$ cat src/rtl/pre_if_stage.sv
`default_nettype none
// ============================================================================
//  Module   : pre_if_stage
//  Purpose  : Pre-IF fetch sequencer. Issues one instruction-SRAM request at a
//             time, buffers the returned word and hands {adel, inst, pc} to IF.
//             Handles branch redirects after the delay slot, exception/eret
//             flushes with cancellation of the in-flight response, and
//             misaligned-pc address errors.
//             Optional: PRE_IF_PERF_CNT_EN adds fetch_cnt / cancel_cnt.
//  Revision : 1.0 - initial release
// ============================================================================
module pre_if_stage (
    input  logic        clk,
    input  logic        reset,
    input  logic        fs_allowin,
    input  logic [32:0] br_bus,
    input  logic        ex_from_ws,
    input  logic        eret_from_ws,
    input  logic [31:0] cp0_epc,
    output logic        inst_sram_req,
    output logic        inst_sram_wr,
    output logic [1:0]  inst_sram_size,
    output logic [31:0] inst_sram_addr,
    output logic [31:0] inst_sram_wdata,
    input  logic        inst_sram_addr_ok,
    input  logic        inst_sram_data_ok,
    input  logic [31:0] inst_sram_rdata,
    output logic        ps_to_fs_valid,
    output logic [64:0] ps_to_fs_bus
`ifdef PRE_IF_PERF_CNT_EN
    ,
    output logic [31:0] fetch_cnt,
    output logic [31:0] cancel_cnt
`endif
);

    localparam logic [31:0] c_RESET_PC = 32'hbfc0_0000;
    localparam logic [31:0] c_EX_PC    = 32'hbfc0_0380;

    typedef enum logic [1:0] {
        IDLE = 2'd0,
        REQ  = 2'd1,
        WAIT = 2'd2,
        HOLD = 2'd3
    } state_t;

    state_t      r_state, w_state_nxt;
    logic [31:0] r_pc, w_pc_nxt;
    logic [31:0] r_addr, w_addr_nxt;
    logic        r_br_pending, w_br_pending_nxt;
    logic [31:0] r_br_target, w_br_target_nxt;
    logic        r_cancel, w_cancel_nxt;
    logic [64:0] r_bus, w_bus_nxt;
    logic        r_valid;

    logic        w_flush;
    logic [31:0] w_flush_pc;
    logic        w_br_pend;
    logic [31:0] w_br_tgt;
    logic [31:0] w_seq_pc;
    logic        w_launch;
    logic [31:0] w_launch_pc;

    assign w_flush    = ex_from_ws | eret_from_ws;
    assign w_flush_pc = ex_from_ws ? c_EX_PC : cp0_epc;
    // A branch arriving in the same cycle the delay slot leaves must still redirect.
    assign w_br_pend  = r_br_pending | br_bus[32];
    assign w_br_tgt   = br_bus[32] ? br_bus[31:0] : r_br_target;
    assign w_seq_pc   = w_br_pend ? w_br_tgt : r_pc + 32'd4;

    always_comb begin
        w_state_nxt      = r_state;
        w_pc_nxt         = r_pc;
        w_addr_nxt       = r_addr;
        w_cancel_nxt     = r_cancel;
        w_bus_nxt        = r_bus;
        w_br_pending_nxt = w_flush ? 1'b0 : w_br_pend;
        w_br_target_nxt  = w_br_tgt;
        w_launch         = 1'b0;
        w_launch_pc      = r_pc;

        case (r_state)
            IDLE: begin
                w_launch    = 1'b1;
                w_launch_pc = w_flush ? w_flush_pc : r_pc;
            end
            REQ: begin
                // A flush cannot retract the address already on the bus; it is
                // completed and its response marked for discard.
                if (w_flush) begin
                    w_pc_nxt     = w_flush_pc;
                    w_cancel_nxt = 1'b1;
                end
                if (inst_sram_addr_ok) begin
                    w_state_nxt = WAIT;
                end
            end
            WAIT: begin
                if (inst_sram_data_ok) begin
                    w_cancel_nxt = 1'b0;
                    if (w_flush || r_cancel) begin
                        w_launch    = 1'b1;
                        w_launch_pc = w_flush ? w_flush_pc : r_pc;
                    end else begin
                        w_bus_nxt   = {1'b0, inst_sram_rdata, r_pc};
                        w_state_nxt = HOLD;
                    end
                end else if (w_flush) begin
                    w_pc_nxt     = w_flush_pc;
                    w_cancel_nxt = 1'b1;
                end
            end
            HOLD: begin
                if (w_flush) begin
                    w_bus_nxt   = '0;
                    w_launch    = 1'b1;
                    w_launch_pc = w_flush_pc;
                end else if (fs_allowin) begin
                    w_launch         = 1'b1;
                    w_launch_pc      = w_seq_pc;
                    w_br_pending_nxt = 1'b0;
                end
            end
            default: w_state_nxt = REQ;
        endcase

        // Misaligned fetch pc never reaches the SRAM; it is presented as an
        // address-error instruction instead.
        if (w_launch) begin
            w_pc_nxt   = w_launch_pc;
            w_addr_nxt = w_launch_pc;
            if (w_launch_pc[1:0] != 2'b00) begin
                w_state_nxt = HOLD;
                w_bus_nxt   = {1'b1, 32'h0, w_launch_pc};
            end else begin
                w_state_nxt = REQ;
            end
        end
    end

    always_ff @(posedge clk or posedge reset) begin
        if (reset) begin
            r_state      <= REQ;
            r_pc         <= c_RESET_PC;
            r_addr       <= c_RESET_PC;
            r_br_pending <= 1'b0;
            r_br_target  <= 32'h0;
            r_cancel     <= 1'b0;
            r_bus        <= '0;
            r_valid      <= 1'b0;
        end else begin
            r_state      <= w_state_nxt;
            r_pc         <= w_pc_nxt;
            r_addr       <= w_addr_nxt;
            r_br_pending <= w_br_pending_nxt;
            r_br_target  <= w_br_target_nxt;
            r_cancel     <= w_cancel_nxt;
            r_bus        <= w_bus_nxt;
            r_valid      <= (w_state_nxt == HOLD);
        end
    end

    assign inst_sram_req   = (r_state == REQ);
    assign inst_sram_wr    = 1'b0;
    assign inst_sram_size  = 2'b10;
    assign inst_sram_addr  = r_addr;
    assign inst_sram_wdata = 32'h0;
    assign ps_to_fs_valid  = r_valid;
    assign ps_to_fs_bus    = r_bus;

`ifdef PRE_IF_PERF_CNT_EN
    logic [31:0] r_fetch_cnt;
    logic [31:0] r_cancel_cnt;

    always_ff @(posedge clk or posedge reset) begin
        if (reset) begin
            r_fetch_cnt  <= 32'h0;
            r_cancel_cnt <= 32'h0;
        end else begin
            if (r_state == REQ && inst_sram_addr_ok) begin
                r_fetch_cnt <= r_fetch_cnt + 32'd1;
            end
            if (r_state == WAIT && inst_sram_data_ok && (r_cancel || w_flush)) begin
                r_cancel_cnt <= r_cancel_cnt + 32'd1;
            end
        end
    end

    assign fetch_cnt  = r_fetch_cnt;
    assign cancel_cnt = r_cancel_cnt;
`endif

endmodule
`default_nettype wire

$ cat config.mk
export PLATFORM = sky130hd
export DESIGN_NAME = pre_if_stage
export DESIGN_NICKNAME = d
export VERILOG_FILES = /design/src/rtl/pre_if_stage.sv
export SDC_FILE = /design/constraint.sdc
export NUM_CORES = 1
export LEC_CHECK = 0
export BUFFER_PORTS_ARGS = -buffer_cell sky130_fd_sc_hd__buf_2
export CORE_UTILIZATION = 56
export CTS_BUF_LIST = sky130_fd_sc_hd__clkbuf_8
export CTS_CLUSTER_SIZE = 24
export DETAILED_ROUTE_END_ITERATION = 8
export PLACE_DENSITY = 0.83
export SETUP_SLACK_MARGIN = 0.15
export SYNTH_ARGS = -nofsm -noshare
export SYNTH_HDL_FRONTEND = slang
export SYNTH_SLANG_ARGS = --single-unit
$ cat constraint.sdc
create_clock -name clk -period 5.98 [get_ports clk]
set_clock_uncertainty 0.2 [all_clocks]
set_input_delay 0.299 -clock clk [delete_from_list [all_inputs] [get_ports clk]]
set_output_delay 0.299 -clock clk [all_outputs]
set_load 0.1 [all_outputs]
==> results of run 1 <==
==> Yosys cell counts, drive strengths merged (7+ instances only) <==
cell type	instances	area share (%)
a211oi	7	0.57
a21oi	78	3.9
a221o	11	1.1
a221oi	44	3.8
a22oi	38	2.8
a31oi	17	1.1
and2	7	0.44
and3	8	0.50
buf	55	3.4
clkbuf	90	3.4
dfrtp	147	37
dfstp	19	5.0
inv	20	0.75
mux2	39	4.4
mux2i	13	1.3
nand2	91	3.4
nand3	20	1.0
nand4	10	0.69
nor2	137	5.1
nor2b	11	0.69
nor3	23	1.1
nor4	7	0.44
o21a	12	0.90
o21ai	93	4.6
o21bai	7	0.52
o221ai	15	1.3
o22ai	15	0.94
o31ai	9	0.67
or2	10	0.62
or4	7	0.60
==> report_power, final <==
| part | total (uW) | switching [uW] | internal, uW |
|---|---|---|---|
| clock network | 838 | 516 | 322 |
| logic | 5010 | 3810 | 1210 |
| registers | 2050 | 479 | 1570 |
| total | 7900 | 4800 | 3100 |
==> tightest hold or removal path, stage by stage <==
cell                      delay [ns]
sky130_fd_sc_hd__buf_2          0.13
sky130_fd_sc_hd__o22ai_1        0.11
sky130_fd_sc_hd__nand2_1        0.07
sky130_fd_sc_hd__o21a_1         0.09
==> logic make-up after synthesis <==
family | share of synthesized area [%]
AO/OA/AOI/OAI | 27.3
XOR/XNOR | 0.612
adder cells (fa/ha/maj) | 0.625
buffers and inverters | 7.68
flip-flops | 41.7
multiplexers | 5.68
other | 0.0750
AND/OR/NAND/NOR | 16.3
==> worst max path at each step <==
| stage | startpoint | end | slack [ns] | depth (start not counted) |
|---|---|---|---|---|
| after floorplan | reset | inst_sram_addr[0] | 1.02 | 1 |
| after detailed placement | r_state[0] | ps_to_fs_bus[21] | 2.10 | 9 |
| after CTS | r_state[0] | ps_to_fs_bus[25] | 2.09 | 10 |
| final | r_state[0] | ps_to_fs_bus[21] | 2.00 | 10 |
| after global placement | r_state[0] | ps_to_fs_bus[21] | 2.22 | 10 |
| after global routing | r_state[0] | ps_to_fs_bus[21] | 1.82 | 10 |
==> per-layer routing <==
layer	vias to the layer above	global-route usage [%]	wire length, um
met1	5081	56.4	14900
li1	4622	-	-
met2	813	60.2	16600
met4	0	15.6	1170
met3	84	9.76	4580
met5	-	0	0
==> flip-flops by register name (all words and copies together), names as in the netlist <==
register,cells
r_cancel,1
r_br_pending,1
r_br_target,32
r_pc,32
ps_to_fs_bus,65
inst_sram_addr,32
ps_to_fs_valid,1
r_state,2
==> per-stage QoR <==
| step | instances | utilization [%] | worst slack, ns |
|---|---|---|---|
| CTS | 1600 | 69.8 | 2.09 |
| floorplan | 1190 | - | 1.02 |
| global route | 1600 | 69.8 | 1.82 |
| finish | 1600 | 69.8 | 2.00 |
| detailed placement | 1489 | 62.9 | 2.10 |
| global placement | 1489 | 62.9 | 2.22 |
==> layout make-up <==
type                       instances  area (um^2)  area share, %
sequential                       166         4180           34.5
multi-input combinational        856         5220           43.1
tap                              225          282           2.32
clock buffer                      17          234           1.93
timing repair buffer             298         1930           15.9
clock inverter                    15          178           1.47
inverter                          23         91.3          0.754
==> out/qor.txt, run 1 <==
Setup Crit Path Kind: reg2reg
Setup Fix Bufs, Post-CTS: 0
Overall global routing resource usage: 40.4%
Async SR Flop Fraction: 100%
Count of filler cells inserted in the layout: 1341
Clock insertion delay at the later pin of the skew report: 0.49 ns
Worst flop-to-flop path endpoint: ps_to_fs_bus[21]
Number of hold buffers added after CTS: 79
Maximum resistive drop on vdd: 0.530 mV
Flop and latch count out of synthesis: 166
Area growth syn-to-layout: 20.9%
Full die area: 18400 um^2
Total via count in the routed design: 10600
Clock-pin slew reported for the worst setup and hold paths after clock tree synthesis: 0.11 ns
Total power density per cell area: 652 nW/um^2
End of the worst hold path: r_pc[26]
Unrepaired setup endpoints after global routing: no
CTS Buf Count: 17
N_diodes: 0
CP Launch Type: flip-flop
Sequence of cells on the critical path: ha_1 -> buf_4 -> nor3b_1 -> o221ai_1 -> o211a_1 -> o22ai_4 -> buf_4 -> nand2_1 -> nor2_1 -> a221o_1
Violation count after the first detailed-routing iteration: 1355
Post-Syn Instances: 1157
Setup violations, final: 0
Critical Path Fanout Max: 84
Count of standard-cell rows: 48
Summed area of non-filler cells in the final layout: 12100 um^2
Wirelength, routed: 37200 um
Family with the most delay on the worst path: simple AND/OR/NAND/NOR gates
Global-route wire length before repair: 56100 um
Vias in the first global route: 9825
Highest-count cells in the layout ignoring fill and taps: 202 x sky130_fd_sc_hd__buf_2, 147 x sky130_fd_sc_hd__dfrtp_1, 136 x sky130_fd_sc_hd__nor2_1, 91 x sky130_fd_sc_hd__nand2_1, 88 x sky130_fd_sc_hd__o21ai_0
Area after detailed placement: 10900 um^2
Number of violations of the max-capacitance limit: 0
Antenna-violating nets left: 0
Root Driver: sky130_fd_sc_hd__clkbuf_8
Hold_ws: 0.0133 ns
Most numerous cell on the critical path: sky130_fd_sc_hd__buf_4
Min-Delay Startpoint: cp0_epc[26]
Pin count of the biggest net entering global routing: 112
Synthesized cell area: 10000 um^2
Cts repair resizes: 0
Worst path required time: 6.20 ns
Worst reg-to-reg setup slack: 2.00 ns
Class of the tightest hold or removal check: in2reg
Cell depth of the worst hold path: 4
Setup TNS after final layout: 0 ns
EDFF count, synth: 0
First-pass DRT Iterations: 6
Fin crit period: 3.98 ns
Buffering stage count on the worst path with inverters included: 2
Maximum level of the CTS H-tree: 4
Number of distinct library cell variants in the gate-level netlist after synthesis: 70
Top Ports: 238
Slowest cell on the critical path: sky130_fd_sc_hd__nor3b_1
Grt ovf: 0
Nature of the critical path endpoint: flip-flop
Worst endpoint data arrival time: 4.21 ns
Reg2reg start: r_state[0]
Vias per std cell: 6.63
Post-synthesis sequential area ratio: 41.7%
Total number of yosys warnings: 0
Average routed wire per standard cell: 23.3 um
Number of port buffers: 202
Core area: 17400 um^2
Antenna violations before repair: 0
Part of the cycle the worst path needs: 66.6%
Highest clock frequency the design can meet: 251 MHz
Worst-case clock buffer depth: 2
Final max-slew violation count: 0
Worst slew slack as a fraction of its limit: 32.6%
Final RePlAce weighted congestion: 0.974
Static leakage: 0.00536 uW
TritonCTS clock tree: done
Die span in x: 136 um
Dominant register cell in the synthesized netlist: sky130_fd_sc_hd__dfrtp_1
Share of layout cells above drive strength 1: 24.1%
Die height: 136 um
Transition time of the tightest slew-check pin: 1.01 ns
Initial cell density of the core: 57.7%
Avg Inst Size Synth: 8.66 um^2
Logic depth of the worst register-to-register path: 10
Post-route total power: 7900 uW
Clk sink count: 166
HPWL after detailed placement: 23700 um
CP max stage delay: 0.75 ns
Status: finished, final reports clean
Number of design rule violations left after detail routing: 0
Number of nets in the final layout: 1471
Most common cell after layout, fill and taps aside: sky130_fd_sc_hd__buf_2
Final count of hold timing violations: 0
Note: power is estimated with default switching activity, not from simulation.
==> run 2: changes to the inputs <==
Settings changed: ABC_AREA set to 1, CORE_UTILIZATION 56 to 51, PLACE_DENSITY 0.83 to 0.79.
Clock period 5.98 ns to 3.5 ns, I/O delays scaled along.
==> run 2 against run 1 <==
Non-clock buffer count up 6. Clock power up 60%. Register-to-register slack worse by 1.5 ns. Worst hold slack about the same. Synthesized cell count up 21%. Highest routed layer unchanged. Die area up 11%.
==> out/qor.txt, run 2 <==
Static leakage: 0.00628 uW (+17%)
Top Ports: 238 (unchanged)
Biggest area contributors in the synthesized netlist: sky130_fd_sc_hd__dfrtp_1 36%, sky130_fd_sc_hd__nand2_1 15%, sky130_fd_sc_hd__o21ai_0 6.0%
Async SR Flop Fraction: 100% (unchanged)
Pin count of the biggest net entering global routing: 61 (-46%)
Critical Path Fanout Max: 24 (-71%)
Average routed wire per standard cell: 17.9 um (-23%)
Vias per std cell: 5.59 (-16%)
Dominant register cell in the synthesized netlist: sky130_fd_sc_hd__dfrtp_1
Part of the cycle the worst path needs: 84.7% (+18 points)
Setup Crit Path Kind: reg2reg
Synth top cells by count: 402 x sky130_fd_sc_hd__nand2_1, 147 x sky130_fd_sc_hd__dfrtp_1, 121 x sky130_fd_sc_hd__o21ai_0, 118 x sky130_fd_sc_hd__nor2_1, 106 x sky130_fd_sc_hd__inv_1
Post-synthesis compound-gate area fraction: 18.4% (-8.9 points)
Yosys top cell area share: 36.3% (-0.41 points)
Overall global routing resource usage: 34.4% (-6.0 points)
Most common cell after layout, fill and taps aside: sky130_fd_sc_hd__nand2_1
Clock insertion delay at the later pin of the skew report: 0.48 ns (about the same)
Number of port buffers: 202 (unchanged)
CP Launch Type: flip-flop
Total power density per cell area: 1020 nW/um^2 (+56%)
Root Driver: sky130_fd_sc_hd__clkbuf_8
Worst endpoint data arrival time: 3.15 ns (-1.06 ns)
Largest register FFs: 65 (unchanged)
Maximum level of the CTS H-tree: 4 (unchanged)
Finished Core Util: 63.5% (-6.3 points)
Total number of yosys warnings: 0 (unchanged)
Antenna violations before repair: 0 (unchanged)
Count of standard-cell rows: 51 (+6.3%)
Grt ovf: 0 (unchanged)
Wirelength, routed: 34500 um (-7.4%)
First-pass DRT Iterations: 5 (-1)
Die height: 143 um (+5.3%)
Number of design rule violations left after detail routing: 0 (unchanged)
Final RePlAce weighted congestion: 0.955 (-1.9%)
Placed Cells incl. Taps: 1824 (+22%)
Post-Synth Simple-Gate Area: 26.2% (+9.9 points)
HPWL after detailed placement: 24100 um (+1.8%)
Final Instance Count excl. Fillers: 1924 (+20%)
Synthesized cell area: 10100 um^2 (+1.1%)
Final count of hold timing violations: 0 (unchanged)
Avg Inst Size Synth: 7.22 um^2 (-17%)
Setup violations, final: 0 (unchanged)
Proportion of synthesized area in mux cells: 2.67% (-3.0 points)
CTS Buf Count: 17 (unchanged)
N_diodes: 0 (unchanged)
Post-synthesis sequential area ratio: 41.2% (-0.46 points)
Cts repair resizes: 0 (unchanged)
Final max-slew violation count: 0 (unchanged)
Core area: 19500 um^2 (+12%)
Number of distinct library cell variants in the gate-level netlist after synthesis: 39 (-44%)
Area growth syn-to-layout: 22.1%
Most frequent cell after synthesis: sky130_fd_sc_hd__nand2_1
Worst setup timing slack at the placement stage: 0.638 ns (-1.46 ns)
Full die area: 20400 um^2 (+11%)
Class of the tightest hold or removal check: in2reg
Adder-cell share of the synthesized area: 0.618% (-0.0069 points)
Vias in the first global route: 10232 (+4.1%)
Fin crit period: 2.96 ns (-1.02 ns)
Number of hold buffers added after CTS: 68 (-14%)
Highest clock frequency the design can meet: 337 MHz (+34%)
Cell type with the largest total area after synthesis: sky130_fd_sc_hd__dfrtp_1
Worst slew slack as a fraction of its limit: 39.0% (+6.4 points)
Setup Fix Bufs, Post-CTS: 0 (unchanged)
Number of nets in the final layout: 1755 (+19%)
Worst-case clock buffer depth: 2 (unchanged)
Largest family of logic cells by synthesized area: simple AND/OR/NAND/NOR gates
Flop and latch count out of synthesis: 166 (unchanged)
TritonCTS clock tree: done
Clock-pin slew reported for the worst setup and hold paths after clock tree synthesis: 0.09 ns (-0.02 ns)
Worst setup margin: 0.536 ns (-1.46 ns)
Setup TNS after final layout: 0 ns (unchanged)
Die span in x: 143 um (+5.3%)
Status: finished, final reports clean
Post-route total power: 12600 uW (+59%)
Share of layout cells above drive strength 1: 20.7% (-3.4 points)
Xor-xnor portion of the synthesized cell area: 0.519% (-0.093 points)
Highest-count cells in the layout ignoring fill and taps: 402 x sky130_fd_sc_hd__nand2_1, 202 x sky130_fd_sc_hd__buf_2, 147 x sky130_fd_sc_hd__dfrtp_1, 121 x sky130_fd_sc_hd__o21ai_0, 117 x sky130_fd_sc_hd__nor2_1
Clk sink count: 166 (unchanged)
Transition time of the tightest slew-check pin: 0.913 ns (-0.0973 ns)
Post-Syn Instances: 1403 (+21%)
Maximum resistive drop on vdd: 0.861 mV (+62%)
Violation count after the first detailed-routing iteration: 1227 (-9.4%)
Nature of the critical path endpoint: flip-flop
Total via count in the routed design: 10760 (+1.5%)
Unrepaired setup endpoints after global routing: no
Global-route wire length before repair: 53700 um (-4.2%)
Number of violations of the max-capacitance limit: 0 (unchanged)
EDFF count, synth: 0 (unchanged)
Antenna-violating nets left: 0 (unchanged)
Worst path required time: 3.69 ns (-2.51 ns)
Initial cell density of the core: 52.0% (-5.7 points)
[run 2: cell count changes in the layout (fill, tap and decap cells not counted), moves of 12 or more]
cell,before,now
sky130_fd_sc_hd__o21ai_0,88,121
sky130_fd_sc_hd__inv_1,19,108
sky130_fd_sc_hd__mux2i_1,13,0
sky130_fd_sc_hd__nand3_1,20,85
sky130_fd_sc_hd__nor2_1,136,117
sky130_fd_sc_hd__a221oi_1,44,0
sky130_fd_sc_hd__o22ai_1,14,2
sky130_fd_sc_hd__mux2_2,39,24
sky130_fd_sc_hd__nand2_1,91,402
sky130_fd_sc_hd__buf_4,17,30
[run 2: logic make-up (layout without fill, tap and decap cells)]
group | count (synthesis) | count (layout)
compound gates | 323 | 323
xor+xnor | 6 | 6
fa+ha+maj | 5 | 5
buf+inv | 227 | 450
flops | 166 | 166
mux | 24 | 24
other cells | 2 | 35
simple gates | 650 | 650
[run 2: power breakdown]
part | switching, uW | internal [uW] | total, uW
Clock | 746 | 596 | 1340
Combinational | 6270 | 1840 | 8110
Sequential | 530 | 2590 | 3120
Total | 7540 | 5030 | 12600
[run 2: worst paths after layout]
path / start / end / slack (ns) / depth (start not counted)
worst max-delay path: r_state[0] / r_pc[1] / 0.54 / 12
worst min-delay path: cp0_epc[25] / r_pc[25] / 0.01 / 6
worst max register to register: r_state[0] / r_pc[1] / 0.54 / 12
worst min register to register: inst_sram_addr[29] / inst_sram_addr[29] / 0.27 / 2
max in group asynchronous: reset / r_pc[25] / 1.95 / 4
min in group asynchronous: reset / inst_sram_addr[7] / 0.23 / 3
[run 2: cell type report]
cell class / count / area (um^2)
clock buffers: 19 / 262
clock inverters: 13 / 110
fillers: 1731 / 7100
inverters: 114 / 432
multi-input cells: 1043 / 5060
flip-flops and latches: 166 / 4180
well taps: 265 / 332
repair buffers: 304 / 2000
[run 2: per-stage QoR]
stage                     cell area [um^2]  hold slack, ns
after floorplan                      10300           0.113
after global placement               11300           0.181
final                                12400          0.0138
after global routing                 12400          0.0414
after CTS                            12400         0.00375
after detailed placement             11300           0.186
[run 2: worst max-delay path: stages (launching register included)]
cell	delay, ns
sky130_fd_sc_hd__dfstp_2	0.56
sky130_fd_sc_hd__inv_1	0.11
sky130_fd_sc_hd__ha_1	0.34
sky130_fd_sc_hd__nand2_2	0.22
sky130_fd_sc_hd__inv_2	0.10
sky130_fd_sc_hd__nand2_1	0.09
sky130_fd_sc_hd__nand3_2	0.09
sky130_fd_sc_hd__o21ai_4	0.19
sky130_fd_sc_hd__buf_4	0.37
sky130_fd_sc_hd__nand2_1	0.08
sky130_fd_sc_hd__buf_4	0.21
sky130_fd_sc_hd__o21a_1	0.13
sky130_fd_sc_hd__a21oi_1	0.18
[run 2: routing by layer]
layer	routed length, um	vias up	global-route usage [%]	part of all wire, %
li1	-	5058	-	-
met4	841	0	13.0	2.4
met2	15300	664	53.2	44
met1	14800	4972	47.5	43
met3	3530	66	6.87	10
met5	0	-	0	0
